File: config.mk
export PLATFORM = sky130hd
export DESIGN_NAME = ltc2333_acq_sequencer
export DESIGN_NICKNAME = d
export VERILOG_FILES = /design/src/rtl/ltc2333_pkg.sv /design/src/rtl/ltc2333_chan_select.sv /design/src/rtl/ltc2333_acq_sequencer.sv
export SDC_FILE = /design/constraint.sdc
export NUM_CORES = 1
export LEC_CHECK = 0
export CORE_MARGIN = 1.5
export CORE_UTILIZATION = 44
export DETAILED_ROUTE_END_ITERATION = 8
export SLEW_MARGIN = 0
export SYNTH_ARGS = -nofsm -noshare
export SYNTH_HDL_FRONTEND = slang
export SYNTH_SLANG_ARGS = --single-unit
File: constraint.sdc
create_clock -name clk -period 4.4 [get_ports clk]
set_clock_uncertainty 0.1 [all_clocks]
set_input_delay 0.44 -clock clk [delete_from_list [all_inputs] [get_ports clk]]
set_output_delay 0.44 -clock clk [all_outputs]
set_load 0.005 [all_outputs]
File: src/rtl/ltc2333_pkg.sv
// Shared types for the LTC2333 acquisition sequencer: FSM states and the
// conversion-configuration word layout presented to the write engine.
package ltc2333_pkg;

   typedef enum logic [2:0] {
      IDLE      = 3'd0,
      WAIT_TICK = 3'd1,
      ISSUE     = 3'd2,
      WAIT_DONE = 3'd3,
      NEXT_CH   = 3'd4
   } acq_state_e;

   // conv_cfg bit layout, MSB first: {valid, channel[2:0], range[2:0], mode}
   typedef struct packed {
      logic       valid;
      logic [2:0] ch;
      logic [2:0] rng;
      logic       mode;
   } conv_cfg_t;

   function automatic conv_cfg_t make_cfg(input logic [2:0] ch,
                                          input logic [2:0] rng,
                                          input logic       mode);
      conv_cfg_t c;
      c.valid = 1'b1;
      c.ch    = ch;
      c.rng   = rng;
      c.mode  = mode;
      return c;
   endfunction

endpackage

File: src/rtl/ltc2333_chan_select.sv
// Priority encoder: lowest set bit of mask_i at index >= from_i.
// from_i == 8 means "nothing left" and always reports found_o = 0.
module ltc2333_chan_select (
   input  logic [7:0] mask_i,
   input  logic [3:0] from_i,
   output logic       found_o,
   output logic [2:0] ch_o
);

   logic [7:0] masked;

   always_comb begin
      masked  = mask_i & ~((8'd1 << from_i) - 8'd1);
      found_o = 1'b0;
      ch_o    = '0;
      // scan downwards so the lowest eligible channel is written last
      for (int unsigned j = 0; j < 8; j++) begin
         if (masked[3'(7 - j)]) begin
            found_o = 1'b1;
            ch_o    = 3'(7 - j);
         end
      end
   end

endmodule

File: src/rtl/ltc2333_acq_sequencer.sv
// Periodic multi-channel conversion sequencer for the LTC2333: issues one
// conversion request per active channel each sample period, tracks overruns.
module ltc2333_acq_sequencer
   import ltc2333_pkg::*;
#(
   parameter int unsigned CLOCK_PERIOD = 20,
   parameter int unsigned PERIOD_W     = 32,
   parameter int unsigned NREAD_W      = 16
) (
   input  logic                clk,
   input  logic                reset,
   input  logic                start,
   input  logic                stop,
   input  logic [PERIOD_W-1:0] sample_period,
   input  logic [NREAD_W-1:0]  n_reads,
   input  logic [7:0]          active_channels,
   input  logic [2:0]          range,
   input  logic                mode,
   output logic                conv_req,
   output logic [7:0]          conv_cfg,
   input  logic                conv_ack,
   input  logic                conv_done,
   output logic                read_in_progress,
   output logic                timetrig,
   output logic [15:0]         overrun_count,
   output logic                cfg_error
);

   // CLOCK_PERIOD documents the clk period in ns; nothing depends on it.
   if (CLOCK_PERIOD == 0) begin : g_clock_period_doc
   end

   acq_state_e          state_q;
   logic [PERIOD_W-1:0] per_q, cnt_q, per_in;
   logic [NREAD_W-1:0]  nrd_q, swp_q, swp_inc;
   logic [7:0]          chmask_q;
   logic [2:0]          rng_q;
   logic                mode_q;
   logic [2:0]          ch_q;
   logic                stop_pend_q;
   logic                conv_req_q;
   conv_cfg_t           cfg_q;
   logic                timetrig_q, cfg_err_q, rip_q;
   logic [15:0]         ovr_q;
   logic                tick;
   logic [3:0]          sel_from;
   logic                sel_found;
   logic [2:0]          sel_ch;

   always_comb begin
      per_in   = (sample_period == '0) ? PERIOD_W'(1) : sample_period;
      tick     = (state_q != IDLE) && (cnt_q == per_q - PERIOD_W'(1));
      sel_from = (state_q == WAIT_TICK) ? 4'd0 : ({1'b0, ch_q} + 4'd1);
      swp_inc  = swp_q + NREAD_W'(1);
   end

   ltc2333_chan_select u_chan_select (
      .mask_i  (chmask_q),
      .from_i  (sel_from),
      .found_o (sel_found),
      .ch_o    (sel_ch)
   );

   always_ff @(posedge clk) begin
      if (reset) begin
         state_q     <= IDLE;
         per_q       <= '0;
         cnt_q       <= '0;
         nrd_q       <= '0;
         swp_q       <= '0;
         chmask_q    <= '0;
         rng_q       <= '0;
         mode_q      <= 1'b0;
         ch_q        <= '0;
         stop_pend_q <= 1'b0;
         conv_req_q  <= 1'b0;
         cfg_q       <= '0;
         timetrig_q  <= 1'b0;
         cfg_err_q   <= 1'b0;
         rip_q       <= 1'b0;
         ovr_q       <= '0;
      end else begin
         timetrig_q <= 1'b0;
         cfg_err_q  <= 1'b0;

         // Period timer runs independently of the sweep state once started.
         if (state_q != IDLE)
            cnt_q <= tick ? '0 : cnt_q + PERIOD_W'(1);
         if (tick && state_q != WAIT_TICK && ovr_q != '1)
            ovr_q <= ovr_q + 16'd1;

         case (state_q)
            IDLE: begin
               if (start && !stop) begin
                  if (active_channels == '0) begin
                     cfg_err_q <= 1'b1;
                  end else begin
                     per_q       <= per_in;
                     cnt_q       <= per_in - PERIOD_W'(1);
                     nrd_q       <= n_reads;
                     chmask_q    <= active_channels;
                     rng_q       <= range;
                     mode_q      <= mode;
                     swp_q       <= '0;
                     ovr_q       <= '0;
                     stop_pend_q <= 1'b0;
                     state_q     <= WAIT_TICK;
                     rip_q       <= 1'b1;
                  end
               end
            end
            WAIT_TICK: begin
               if (stop) begin
                  state_q <= IDLE;
                  rip_q   <= 1'b0;
               end else if (tick) begin
                  timetrig_q <= 1'b1;
                  ch_q       <= sel_ch;
                  state_q    <= ISSUE;
               end
            end
            ISSUE: begin
               if (stop)
                  stop_pend_q <= 1'b1;
               // First ISSUE cycle loads the request; it then holds until acked.
               if (!conv_req_q) begin
                  conv_req_q <= 1'b1;
                  cfg_q      <= make_cfg(ch_q, rng_q, mode_q);
               end else if (conv_ack) begin
                  conv_req_q <= 1'b0;
                  cfg_q      <= '0;
                  state_q    <= WAIT_DONE;
               end
            end
            WAIT_DONE: begin
               if (stop)
                  stop_pend_q <= 1'b1;
               if (conv_done) begin
                  if (stop || stop_pend_q) begin
                     state_q     <= IDLE;
                     rip_q       <= 1'b0;
                     stop_pend_q <= 1'b0;
                  end else begin
                     state_q <= NEXT_CH;
                  end
               end
            end
            NEXT_CH: begin
               if (stop || stop_pend_q) begin
                  state_q     <= IDLE;
                  rip_q       <= 1'b0;
                  stop_pend_q <= 1'b0;
               end else if (sel_found) begin
                  ch_q    <= sel_ch;
                  state_q <= ISSUE;
               end else begin
                  swp_q <= swp_inc;
                  if (nrd_q != '0 && swp_inc == nrd_q) begin
                     state_q <= IDLE;
                     rip_q   <= 1'b0;
                  end else begin
                     state_q <= WAIT_TICK;
                  end
               end
            end
            default: begin
               state_q <= IDLE;
               rip_q   <= 1'b0;
            end
         endcase
      end
   end

   assign conv_req         = conv_req_q;
   assign conv_cfg         = cfg_q;
   assign timetrig         = timetrig_q;
   assign cfg_error        = cfg_err_q;
   assign read_in_progress = rip_q;
   assign overrun_count    = ovr_q;

endmodule

Word level (Yosys, flattened, before mapping) --
Index checks and enable logic that the tools add are counted.
Word-level totals: bits in read-only memories 0, output and inout port bits 28, memories kept 0, RAM bits 0, bits in registers 143, bits of input ports 66, latch bits 0, logic and storage cells 153
Operators by class: reduce and logical (&&, ||, !) cells 24, divide/modulo/power cells 0, eq/ne operators 25, shift-type cells 1, bitwise gates (word level) 7, $mul 0, multiplexer cells 70, order comparisons 0, add/subtract/negate cells 7
Operators by type and width (number):
- $mux 32 | 6
- $mux 16 | 8
- $sub 32x1->32 const B | 2
- $mux 3 | 20
- $add 16x1->16 const B | 2
- $add 32x1->32 const B | 1
- $eq 32x32->1 | 1
- $logic_not 32->1 | 1
- $pmux 16 s2 | 1
- $ne 2x2->1 const B | 14
- $mux 1 | 26
- $eq 16x16->1 | 1
- $mux 8 | 2
- $ne 16x16->1 const B | 1
- $reduce_bool 16->1 | 1
- $pmux 3 s5 | 1
- $reduce_and 5->1 | 2
- $ne 3x3->1 const B | 3
- $and 8x8->8 | 1
- $logic_not 8->1 | 1
- $not 8->8 | 1
- $reduce_and 8->1 | 1
- $shl 1x4->8 const A | 1
- $sub 8x1->8 const B | 1
- 23 further kinds | 35

Logic depth before layout (Yosys ltp) --
Gate-level depths: netlist of run 1.
word-level depth 17, depth in mapped cells 17, mapped depth without buffers 14

Hierarchy --
From an unflattened synthesis of run 1, not the netlist that was laid out.
Unflattened totals: cell total of the unflattened synthesis 1167, area, all modules 8843.5 µm²
By module, submodules not included:
- ltc2333_acq_sequencer | cells each 1128, sequential area each 2862.7 µm², area an instance 8568.2 µm², instances 1
- ltc2333_chan_select | cells each 39, sequential area each 0.0 µm², area an instance 275.3 µm², instances 1

Least setup slack after synthesis of run 1 --
OpenSTA, ideal clock, no wires.
path type register to register, start point register ch_q[1], end point register swp_q[8], buffers on the path 2, slack 589 ps, period minus slack after synthesis 3811 ps, arrival 3641 ps, stages on the path, launching flop included 14, cell sequence dfxtp_1 ha_1 clkbuf_1 and2_1 a21oi_1 or4_1 ha_1 clkbuf_1 or4_1 nand3_1 nand4_1 nand2b_1 or4b_2 a21oi_1
Between the ends: cells in the longest elaborated chain, start to end 16
Ends and longest elaborated chain:
- start, declared | line ltc2333_acq_sequencer.sv:39 | logic [2:0] ch_q;
- start signal, assigned | line ltc2333_acq_sequencer.sv:118 | ch_q <= sel_ch;
- start signal, assigned | line ltc2333_acq_sequencer.sv:154 | ch_q <= sel_ch;
- $add 3x1->4 * | line ltc2333_acq_sequencer.sv:53 | sel_from = (state_q == WAIT_TICK) ? 4'd0 : ({1'b0, ch_q} + 4'd1);
- $mux 4 * | line ltc2333_acq_sequencer.sv:53
- $shl 1x4->8 * | line ltc2333_chan_select.sv:13 | masked = mask_i & ~((8'd1 << from_i) - 8'd1);
- $sub 8x1->8 * | line ltc2333_chan_select.sv:13
- $not 8->8 * | line ltc2333_chan_select.sv:13
- $and 8x8->8 * | line ltc2333_chan_select.sv:13
- $mux 1 (7 in series) | line ltc2333_chan_select.sv:18 | if (masked[3'(7 - j)]) begin
- $mux 1 * | line ltc2333_chan_select.sv:18
- $ne 2x2->1 (no line) *
- $reduce_and 5->1 (no line) *
- end signal, assigned | line ltc2333_acq_sequencer.sv:157 | swp_q <= swp_inc;
- end, declared | line ltc2333_acq_sequencer.sv:35 | logic [NREAD_W-1:0] nrd_q, swp_q, swp_inc;
Mark *: on every way between the ends. The rest lies on a longest branch, timed or not. A chain may end at the register's enable or synchronous reset.

Worst setup path in the final report of run 1 --
Same ends and word-level chain as after synthesis.

==> results of run 1 <==
layout by cell type, fill, tap and decap left out, drive strengths merged, types with 4 or more instances in the layout:
cell type      instances
nand3b                 5
clkinv                 4
o31ai                  6
clkdlybuf4s50         92
nor2                  88
o22ai                 22
nand3                 47
dfxtp                143
clkbuf                18
nor3                  37
and2                   9
buf                   19
or3b                   8
nand4                 28
a21oi                121
nor4                  29
a31oi                  8
a22oi                  9
or2                    8
and3                  23
o21ai                 49
mux2i                  7
or4                   12
inv                   21
nand2b                17
ha                     7
or3                   32
xnor2                 60
a2111oi                6
nand2                193
xor2                  59
nor2b                  6
cell usage after synthesis, types with 17 or more instances:
cell type	count	area share
a21oi_1	121	0.068
o22ai_1	22	0.015
xnor2_1	60	0.059
nor2_1	88	0.037
nor3_1	35	0.020
nor4_1	27	0.019
or3_1	32	0.023
nand4_1	25	0.018
nand2b_1	17	0.012
nand3_1	47	0.026
o21ai_0	48	0.027
clkbuf_1	59	0.025
xor2_1	59	0.058
and3_1	23	0.016
dfxtp_1	143	0.32
nand2_1	193	0.081
through the flow:
step                      hold WS, ns  area, um2  std cells  utilization
after floorplan                 0.333       8900       1186            -
after global placement          0.343      10000       1494        0.511
after detailed placement        0.350      10000       1494        0.511
after CTS                       0.359      10700       1526        0.542
after global routing            0.377      10700       1526        0.543
final                           0.357      10700       1526        0.543
registers in the layout, summed over array words and instances, names as in the netlist:
register	count
cfg_error	1
ch_q	3
chmask_q	8
cnt_q	32
conv_cfg	8
conv_req	1
mode_q	1
nrd_q	16
overrun_count	16
per_q	32
read_in_progress	1
rng_q	3
state_q	3
stop_pend_q	1
swp_q	16
timetrig	1
power groups by stage:
stage	combinational (uW)	sequential, uW	clock (uW)
2_1_floorplan	1280	1560	0
3_3_place_gp	1690	1660	0
3_5_place_dp	1700	1660	0
4_1_cts	1710	1630	1560
5_1_grt	1910	1660	1620
6_report	1720	1640	1550
worst max-delay path, stage by stage (launching register included):
cell,delay [ns]
dfxtp_1,0.45
ha_2,0.30
and2_1,0.16
a21oi_1,0.13
or4_1,0.49
ha_1,0.30
or4_1,0.55
nand3_1,0.16
nand4_1,0.22
nand2b_1,0.29
or4b_2,0.67
a21oi_1,0.15
worst min path at each step:
stage	to	start	cells past startpoint	slack [ns]
after CTS	chmask_q[5]	chmask_q[5]	2	0.36
after floorplan	chmask_q[3]	chmask_q[3]	2	0.33
final	chmask_q[5]	chmask_q[5]	2	0.36
after detailed placement	chmask_q[5]	chmask_q[5]	2	0.35
after global routing	chmask_q[4]	chmask_q[4]	2	0.38
after global placement	chmask_q[4]	chmask_q[4]	2	0.34
layout make-up:
cell class                 count  area (um2)
fill                        2010        8990
inverter                      16        60.1
clock inverter                14         179
timing repair buffer         111        1080
clock buffer                  18         439
sequential                   143        2860
multi-input combinational    959        5710
tap                          265         332
routing by layer:
| metal | share of wire | global-route usage | up-vias |
|---|---|---|---|
| met1 | 0.48 | 0.348 | 4198 |
| met3 | 0.059 | 0.0513 | 28 |
| met2 | 0.45 | 0.390 | 257 |
| li1 | - | - | 4357 |
| met4 | 0.017 | 0.0760 | 0 |
| met5 | 0 | 0 | - |
cells by family (layout without fill, tap and decap cells):
group | after synthesis | after routing | synth area share
mux | 9 | 9 | 0.0104
xor+xnor | 119 | 119 | 0.117
compound gates | 265 | 265 | 0.182
fa+ha+maj | 7 | 7 | 0.00984
buf+inv | 84 | 159 | 0.0381
simple gates | 559 | 559 | 0.321
flops | 143 | 143 | 0.322
timing repair:
item / CTS / global route
hold endpoints to repair: 0 / 0
setup endpoints to repair: 0 / 10
resized for setup: 0 / 2
==> out/metrics.yaml, run 1 <==
syn_inst: 1186
slew_headroom: 0.280
cts_tree: "done"
post_cts_buffers: 0
area_growth_pct: 19.9
critPathRequiredTime_ns: 4.66
dp_slack_ns: 0.295
sequentialPowerShare: 0.334
path_clk_slew_ns: 0.07
yosysSeqAreaShare: 0.322
yosys_warnings: 0
cts_hold_buf: 0
fmax_mhz: 246
grt_pass1_vias: 8187
numCtsBuffers: 17
avgSynthCellArea_um2: 7.50
total_power_uw: 4910
hold_viol_final: 0
synth_cell_type_count: 79
powerDensity_nw_per_um2: 460
start_kind: "flop"
grt_max_degree: 72
r2r_cells: 11
setup_violations: 0
initial_utilization: 0.453
cts_max_path_buffers: 2
worstMarginPinSlew_ns: 1.08
wl_per_cell_um: 17.3
htree_levels: 4
die_w_um: 145
drt_first_pass_iters: 5
wirelength_um: 26400
rsz0062_at_grt: "false"
finalSetupTns_ns: 0
hold_class: "flop to flop"
clock_latency_ns: 0.44
reg2reg_slack_ns: 0.33
final_nets: 1321
p_clk_frac: 0.316
syn_area_um2: 8900
overflow: 0
outcome: "complete, no violations"
drv_slew: 0
worstSetupStartpoint: "ch_q[1]"
worstPathArrival_ns: 4.32
cts-root-buf: "clkbuf_16"
ant_nets: 0
p_leak_uw: 0.00372
ys_ff_latch: 143
rows: 51
async_reset_ff_frac: 0
core-area_um2: 19700
switchingPower_uw: 1850
die-area_um2: 21100
internal_power_uw: 3060
synth_edf_count: 0
path_class: "flop to flop"
power_frac_comb: 0.351
grt_pass1_wl_um: 43100
die_y_um: 145
vdd_ir_drop_max_uv: 268
track_usage: 0.251
antenna_found_initial: 0
post-route-min-period_ns: 4.07
drive_gt1_frac: 0.0714
crit_fanout: 8
r2r-start: "ch_q[1]"
clock-sinks: 143
rr_endpoint: "swp_q[8]"
antenna_cells: 0
endpoint: "swp_q[8]"
syn_nets: 1259
drt-initial-drc-count: 662
dp.final_hpwl_um: 18900
setup_slack_ns: 0.335
switching_share: 0.377
drc: 0
min_period_over_period: 0.924
endpoint_kind: "flop"
pin_count: 94
vias_per_cell: 5.79
cap_violations: 0
place.gp.congestion: 0.889
vias: 8840
port_buffers: 93
synth_ff_type: "dfxtp_1"
Note: power is estimated with default switching activity, not from simulation.
==> run 2, diff against run 1 <==
--- a/config.mk
+++ b/config.mk
@@ -5,9 +5,11 @@
 export SDC_FILE = /design/constraint.sdc
 export NUM_CORES = 1
 export LEC_CHECK = 0
+export CORE_ASPECT_RATIO = 1.75
 export CORE_MARGIN = 1.5
 export CORE_UTILIZATION = 44
 export DETAILED_ROUTE_END_ITERATION = 8
+export MAX_ROUTING_LAYER = met4
 export SLEW_MARGIN = 0
 export SYNTH_ARGS = -nofsm -noshare
 export SYNTH_HDL_FRONTEND = slang
==> run 2 against run 1 <==
  * Clock-buffer cell count rose by 2
  * Clock power fell by 12%
  * Maximum frequency down 0.98%
  * Die area is 0.16% higher
  * Critical endpoint unchanged
  * Critical path depth is the same
==> out/metrics.yaml, run 2 (synthesized netlist as in run 1, its figures left out) <==
outcome: "complete, no violations"
top_regs: "cnt_q x32, per_q x32"
port_buffers: 93  # unchanged
setup_violations: 0  # unchanged
switching_share: 0.382  # +0.00476
cts_hold_buf: 0  # unchanged
instances_no_fill: 1507  # -1.2%
min_period_over_period: 0.933  # +0.00918
endpoint_kind: "flop"
hold_ws_ns: 0.356  # -0.00106 ns
clock_latency_ns: 0.44  # about the same
placed_cells: 1476  # -1.2%
post_cts_buffers: 0  # unchanged
rows: 68  # +33%
mostFrequentLayoutCell: "nand2_1"
drive_gt1_frac: 0.0698  # -0.00159
cap_violations: 0  # unchanged
grt_max_degree: 57  # -21%
die-area_um2: 21100  # +0.16%
internal_power_uw: 2940  # -3.9%
overflow: 0  # unchanged
power_frac_comb: 0.365  # +0.014
core-area_um2: 19700  # +0.43%
vdd_ir_drop_max_uv: 315  # +17%
pin_count: 94  # unchanged
final_util: 0.536  # -0.00697
powerDensity_nw_per_um2: 449  # -2.4%
worstPathArrival_ns: 4.37  # +0.05 ns
final_cell_mix: "nand2_1 (193), dfxtp_1 (143), a21oi_1 (120)"
grt_pass1_vias: 8515  # +4.0%
path_clk_slew_ns: 0.06  # about the same
final_nets: 1323  # +0.15%
place.gp.congestion: 0.916  # +3.1%
sequentialPowerShare: 0.346  # +0.012
cts_resized: 0  # unchanged
wirelength_um: 28400  # +7.5%
antenna_found_initial: 1  # +1
cts_tree: "done"
grt_pass1_wl_um: 44800  # +4.0%
die_y_um: 191  # +32%
vias: 8821  # -0.21%
die_w_um: 110  # -24%
cts-root-buf: "clkbuf_16"
cts_max_path_buffers: 2  # unchanged
clock-sinks: 143  # unchanged
p_clk_frac: 0.288  # -0.028
finalSetupTns_ns: 0  # unchanged
critPathRequiredTime_ns: 4.66  # about the same
setup_slack_ns: 0.295  # -0.0404 ns
crit_fanout: 10  # +2
worstMarginPinSlew_ns: 1.04  # -0.0410 ns
p_leak_uw: 0.00368  # -1.1%
path_class: "flop to flop"
numCtsBuffers: 17  # unchanged
track_usage: 0.277  # +0.0257
start_kind: "flop"
wl_per_cell_um: 18.9  # +8.8%
slew_headroom: 0.304  # +0.0236
post-route-min-period_ns: 4.11  # +0.0404 ns
rsz0062_at_grt: "false"
drv_slew: 0  # unchanged
drc: 0  # unchanged
fmax_mhz: 244  # -0.98%
initial_utilization: 0.451  # -0.00195
dp_slack_ns: 0.316  # +0.0215 ns
htree_levels: 4  # unchanged
dp.final_hpwl_um: 21300  # +13%
hold_viol_final: 0  # unchanged
area_growth_pct: 18.8
switchingPower_uw: 1810  # -2.0%
ant_nets: 0  # unchanged
hold_class: "flop to flop"
drt_first_pass_iters: 5  # unchanged
vias_per_cell: 5.85  # +1.0%
drt-initial-drc-count: 529  # -20%
==> run 2: cell count changes in the layout (fill, tap and decap cells not counted), sizes merged <==
cell / before / now
clkbuf: 18 / 20
inv: 21 / 16
clkinvlp: 2 / 5
diode: 0 / 1
buf: 19 / 21
bufinv: 3 / 1
==> run 2: final timing paths <==
path	from	endpoint	slack [ns]	depth (start not counted)
setup / recovery	ch_q[0]	swp_q[8]	0.29	11
hold / removal	chmask_q[5]	chmask_q[5]	0.36	2
setup reg to reg	ch_q[0]	swp_q[8]	0.29	11
hold reg to reg	chmask_q[5]	chmask_q[5]	0.36	2
==> run 2: routing by layer <==
metal	up-vias	GRT usage	share of wire
li1	4369	-	-
met1	4146	0.280	0.38
met2	224	0.505	0.53
met3	82	0.0428	0.037
met4	0	0.158	0.048
met5	-	-	0
==> run 2: power by group through the flow <==
| stage | Sequential (uW) | Clock [uW] | Combinational (uW) |
|---|---|---|---|
| after floorplan | 1560 | 0 | 1280 |
| after global placement | 1670 | 0 | 1720 |
| after detailed placement | 1670 | 0 | 1720 |
| after CTS | 1640 | 1390 | 1730 |
| after global routing | 1670 | 1450 | 1920 |
| final | 1650 | 1370 | 1730 |
==> run 2: stage by stage <==
| step | instance area (um2) | total power, uW |
|---|---|---|
| after global routing | 10600 | 5030 |
| final | 10600 | 4750 |
| after CTS | 10600 | 4770 |
| after detailed placement | 10000 | 3390 |
| after global placement | 10000 | 3390 |
| after floorplan | 8900 | 2840 |
==> run 2: final cells by class <==
cell class                      instances  area, um2
Fill cell                            1983       9170
Inverter                               16       60.1
Timing Repair Buffer                  113       1080
Tap cell                              245        307
Clock buffer                           20        457
Sequential cell                       143       2860
Antenna cell                            1       2.50
Clock inverter                         10       91.3
Multi-Input combinational cell        959       5710
==> run 2: worst max-delay path: stages, from the launching register on <==
cell and delay [ns]:
dfxtp_1 0.49, ha_2 0.32, and2_1 0.18, a21oi_1 0.14, or4_1 0.49, ha_1 0.30, or4_1 0.55, nand3_1 0.15
nand4_1 0.24, nand2b_1 0.25, or4b_2 0.64, a21oi_1 0.17
==> run 3, diff against run 2 <==
--- a/config.mk
+++ b/config.mk
@@ -9,6 +9,7 @@
 export CORE_MARGIN = 1.5
 export CORE_UTILIZATION = 44
 export DETAILED_ROUTE_END_ITERATION = 8
+export HOLD_SLACK_MARGIN = 0.03
 export MAX_ROUTING_LAYER = met4
 export SLEW_MARGIN = 0
 export SYNTH_ARGS = -nofsm -noshare
==> constraint.sdc (replaced) <==
create_clock -name clk -period 4.4 [get_ports clk]
set_clock_uncertainty 0.1 [all_clocks]
set_input_delay 0.66 -clock clk [delete_from_list [all_inputs] [get_ports clk]]
set_output_delay 0.66 -clock clk [all_outputs]
set_load 0.005 [all_outputs]
==> run 3 against run 2 <==
  * Register-to-register slack hardly changed
  * Combinational power is 2% higher
  * Routed wire length is 0.98% lower
  * Critical path type unchanged
  * Via count is 0.70% higher
  * Critical path depth stayed put
  * Critical endpoint unchanged
  * Clock-buffer cell count is 1 higher
  * Maximum frequency is 0.20% lower
  * Cell count is 0.86% higher
  * Total power is 1.7% higher
  * Non-clock buffer count is 13 higher
  * Largest power group unchanged
  * Core utilization is 0.68 points higher
  * Worst setup slack worse by 0.0084 ns
==> out/metrics.yaml, run 3 (synthesized netlist as in run 1, its figures left out) <==
cts_max_path_buffers: 2  # unchanged
post-route-min-period_ns: 4.11  # +0.00836 ns
fmax_mhz: 243  # -0.20%
endpoint_kind: "flop"
vias_per_cell: 5.84  # -0.16%
ant_nets: 0  # unchanged
dp.final_hpwl_um: 21300  # +0.15%
cp_top_family: "simple AND/OR/NAND/NOR gates"
drt-initial-drc-count: 518  # -2.1%
drc: 0  # unchanged
clock-sinks: 143  # unchanged
mostFrequentLayoutCell: "nand2_1"
critPathBufInv: 0  # unchanged
grt_pass1_wl_um: 45200  # +0.99%
rows: 68  # unchanged
drive_gt1_frac: 0.0792  # +0.00943
path_clk_slew_ns: 0.06  # about the same
powerDensity_nw_per_um2: 451  # +0.46%
met2_usage: 0.510  # +0.00522
die-area_um2: 21100  # unchanged
post_cts_buffers: 0  # unchanged
cts-root-buf: "clkbuf_16"
dp_slack_ns: 0.293  # -0.0235 ns
antenna_found_initial: 0  # -1
slew_headroom: 0.303  # -0.000704
switchingPower_uw: 1810  # about the same
grt_max_degree: 78  # +37%
pin_count: 94  # unchanged
grt_pass1_vias: 8735  # +2.6%
die_w_um: 110  # unchanged
p_leak_uw: 0.00377  # +2.4%
crit_fanout: 8  # -2
worstMarginPinSlew_ns: 1.04  # +0.00105 ns
max_stage_delay_ns: 0.65  # about the same
outcome: "complete, no violations"
grt_use_met1: 0.286  # +0.00609
place.gp.congestion: 0.929  # +1.4%
finalSetupTns_ns: 0  # unchanged
rsz0062_at_grt: "false"
critPathRequiredTime_ns: 4.66  # about the same
track_usage: 0.277  # about the same
initial_utilization: 0.451  # unchanged
drv_slew: 0  # unchanged
core-area_um2: 19700  # unchanged
final_cell_mix: "nand2_1 (193), dfxtp_1 (143), a21oi_1 (120)"
drt_first_pass_iters: 5  # unchanged
fillers: 1952  # -1.6%
overflow: 0  # unchanged
htree_levels: 4  # unchanged
start_kind: "flop"
numCtsBuffers: 17  # unchanged
p_clk_frac: 0.296  # +0.008
wirelength_um: 28100  # -0.98%
setup_violations: 0  # unchanged
clock_latency_ns: 0.44  # about the same
min_period_over_period: 0.935  # +0.00190
slowest_stage: "or4b_2"
path_class: "flop to flop"
globalRoute.busiestLayer: "met2"
final_nets: 1336  # +0.98%
crit_path_cell_trace: "ha_1 -> and2_1 -> a21oi_1 -> or4_1 -> ha_1 -> or4_1 -> nand3_1 -> nand4_1 -> nand2b_2 -> or4b_2 -> a21oi_1"
antenna_cells: 0  # -1
worstPathArrival_ns: 4.37  # about the same
area_growth_pct: 20.3
grt_use_met3: 0.0365  # -0.00634
internal_power_uw: 3020  # +2.7%
power_frac_comb: 0.367  # +0.002
sequentialPowerShare: 0.337  # -0.009
vdd_ir_drop_max_uv: 298  # -5.3%
port_buffers: 93  # unchanged
hold_class: "flop to flop"
hold_viol_final: 0  # unchanged
reg2reg_slack_ns: 0.29  # about the same
cts_tree: "done"
setup_slack_ns: 0.286  # -0.00836 ns
cap_violations: 0  # unchanged
switching_share: 0.375  # -0.00614
die_y_um: 191  # unchanged
top_regs: "cnt_q x32, per_q x32"
total_power_uw: 4830  # +1.7%
vias: 8883  # +0.70%
wl_per_cell_um: 18.5  # -1.8%
[run 3: area by class of cell]
type | instances | area, um2 | share of cell area
clock buffer | 21 | 460 | 0.0430
clock inverter | 10 | 114 | 0.0106
inverter | 16 | 60.1 | 0.00561
multi-input combinational | 959 | 5710 | 0.534
sequential | 143 | 2860 | 0.267
tap | 245 | 307 | 0.0286
timing repair buffer | 126 | 1190 | 0.111
[run 3: worst reg2reg max path: cells and delay by family (launching register included)]
| family | cells | cell delay (ns) |
|---|---|---|
| AND/OR/NAND/NOR | 7 | 2.60 |
| adder cells (fa/ha/maj) | 2 | 0.64 |
| flip-flops | 1 | 0.42 |
| AO/OA/AOI/OAI | 2 | 0.27 |
[run 3: final timing paths]
path	start	end	cells after the start
setup / recovery	ch_q[1]	swp_q[8]	11
hold / removal	chmask_q[5]	chmask_q[5]	2
setup reg to reg	ch_q[1]	swp_q[8]	11
hold reg to reg	chmask_q[5]	chmask_q[5]	2
[run 3: power groups by stage]
stage | Clock (uW) | Combinational (uW) | Sequential, uW
6_report | 1430 | 1770 | 1630
5_1_grt | 1510 | 1950 | 1650
4_1_cts | 1470 | 1770 | 1630
3_5_place_dp | 0 | 1760 | 1660
3_3_place_gp | 0 | 1750 | 1650
2_1_floorplan | 0 | 1280 | 1560
[run 3: routing by layer]
layer	wire (um)	vias up
met2	15000	230
met5	0	-
met4	1220	0
li1	-	4409
met1	10900	4174
met3	973	70
[run 3: per-stage QoR]
stage	utilization	area [um2]	cells	hold WS, ns
after CTS	0.542	10700	1520	0.358
after global routing	0.542	10700	1520	0.373
after detailed placement	0.513	10100	1489	0.350
final	0.542	10700	1520	0.354
after floorplan	-	8900	1186	0.333
after global placement	0.513	10100	1489	0.343
[run 3: what timing repair did]
item | CTS | global route
setup endpoints to repair | 0 | 3
hold buffers | 0 | 0
gates resized for setup | 0 | 1
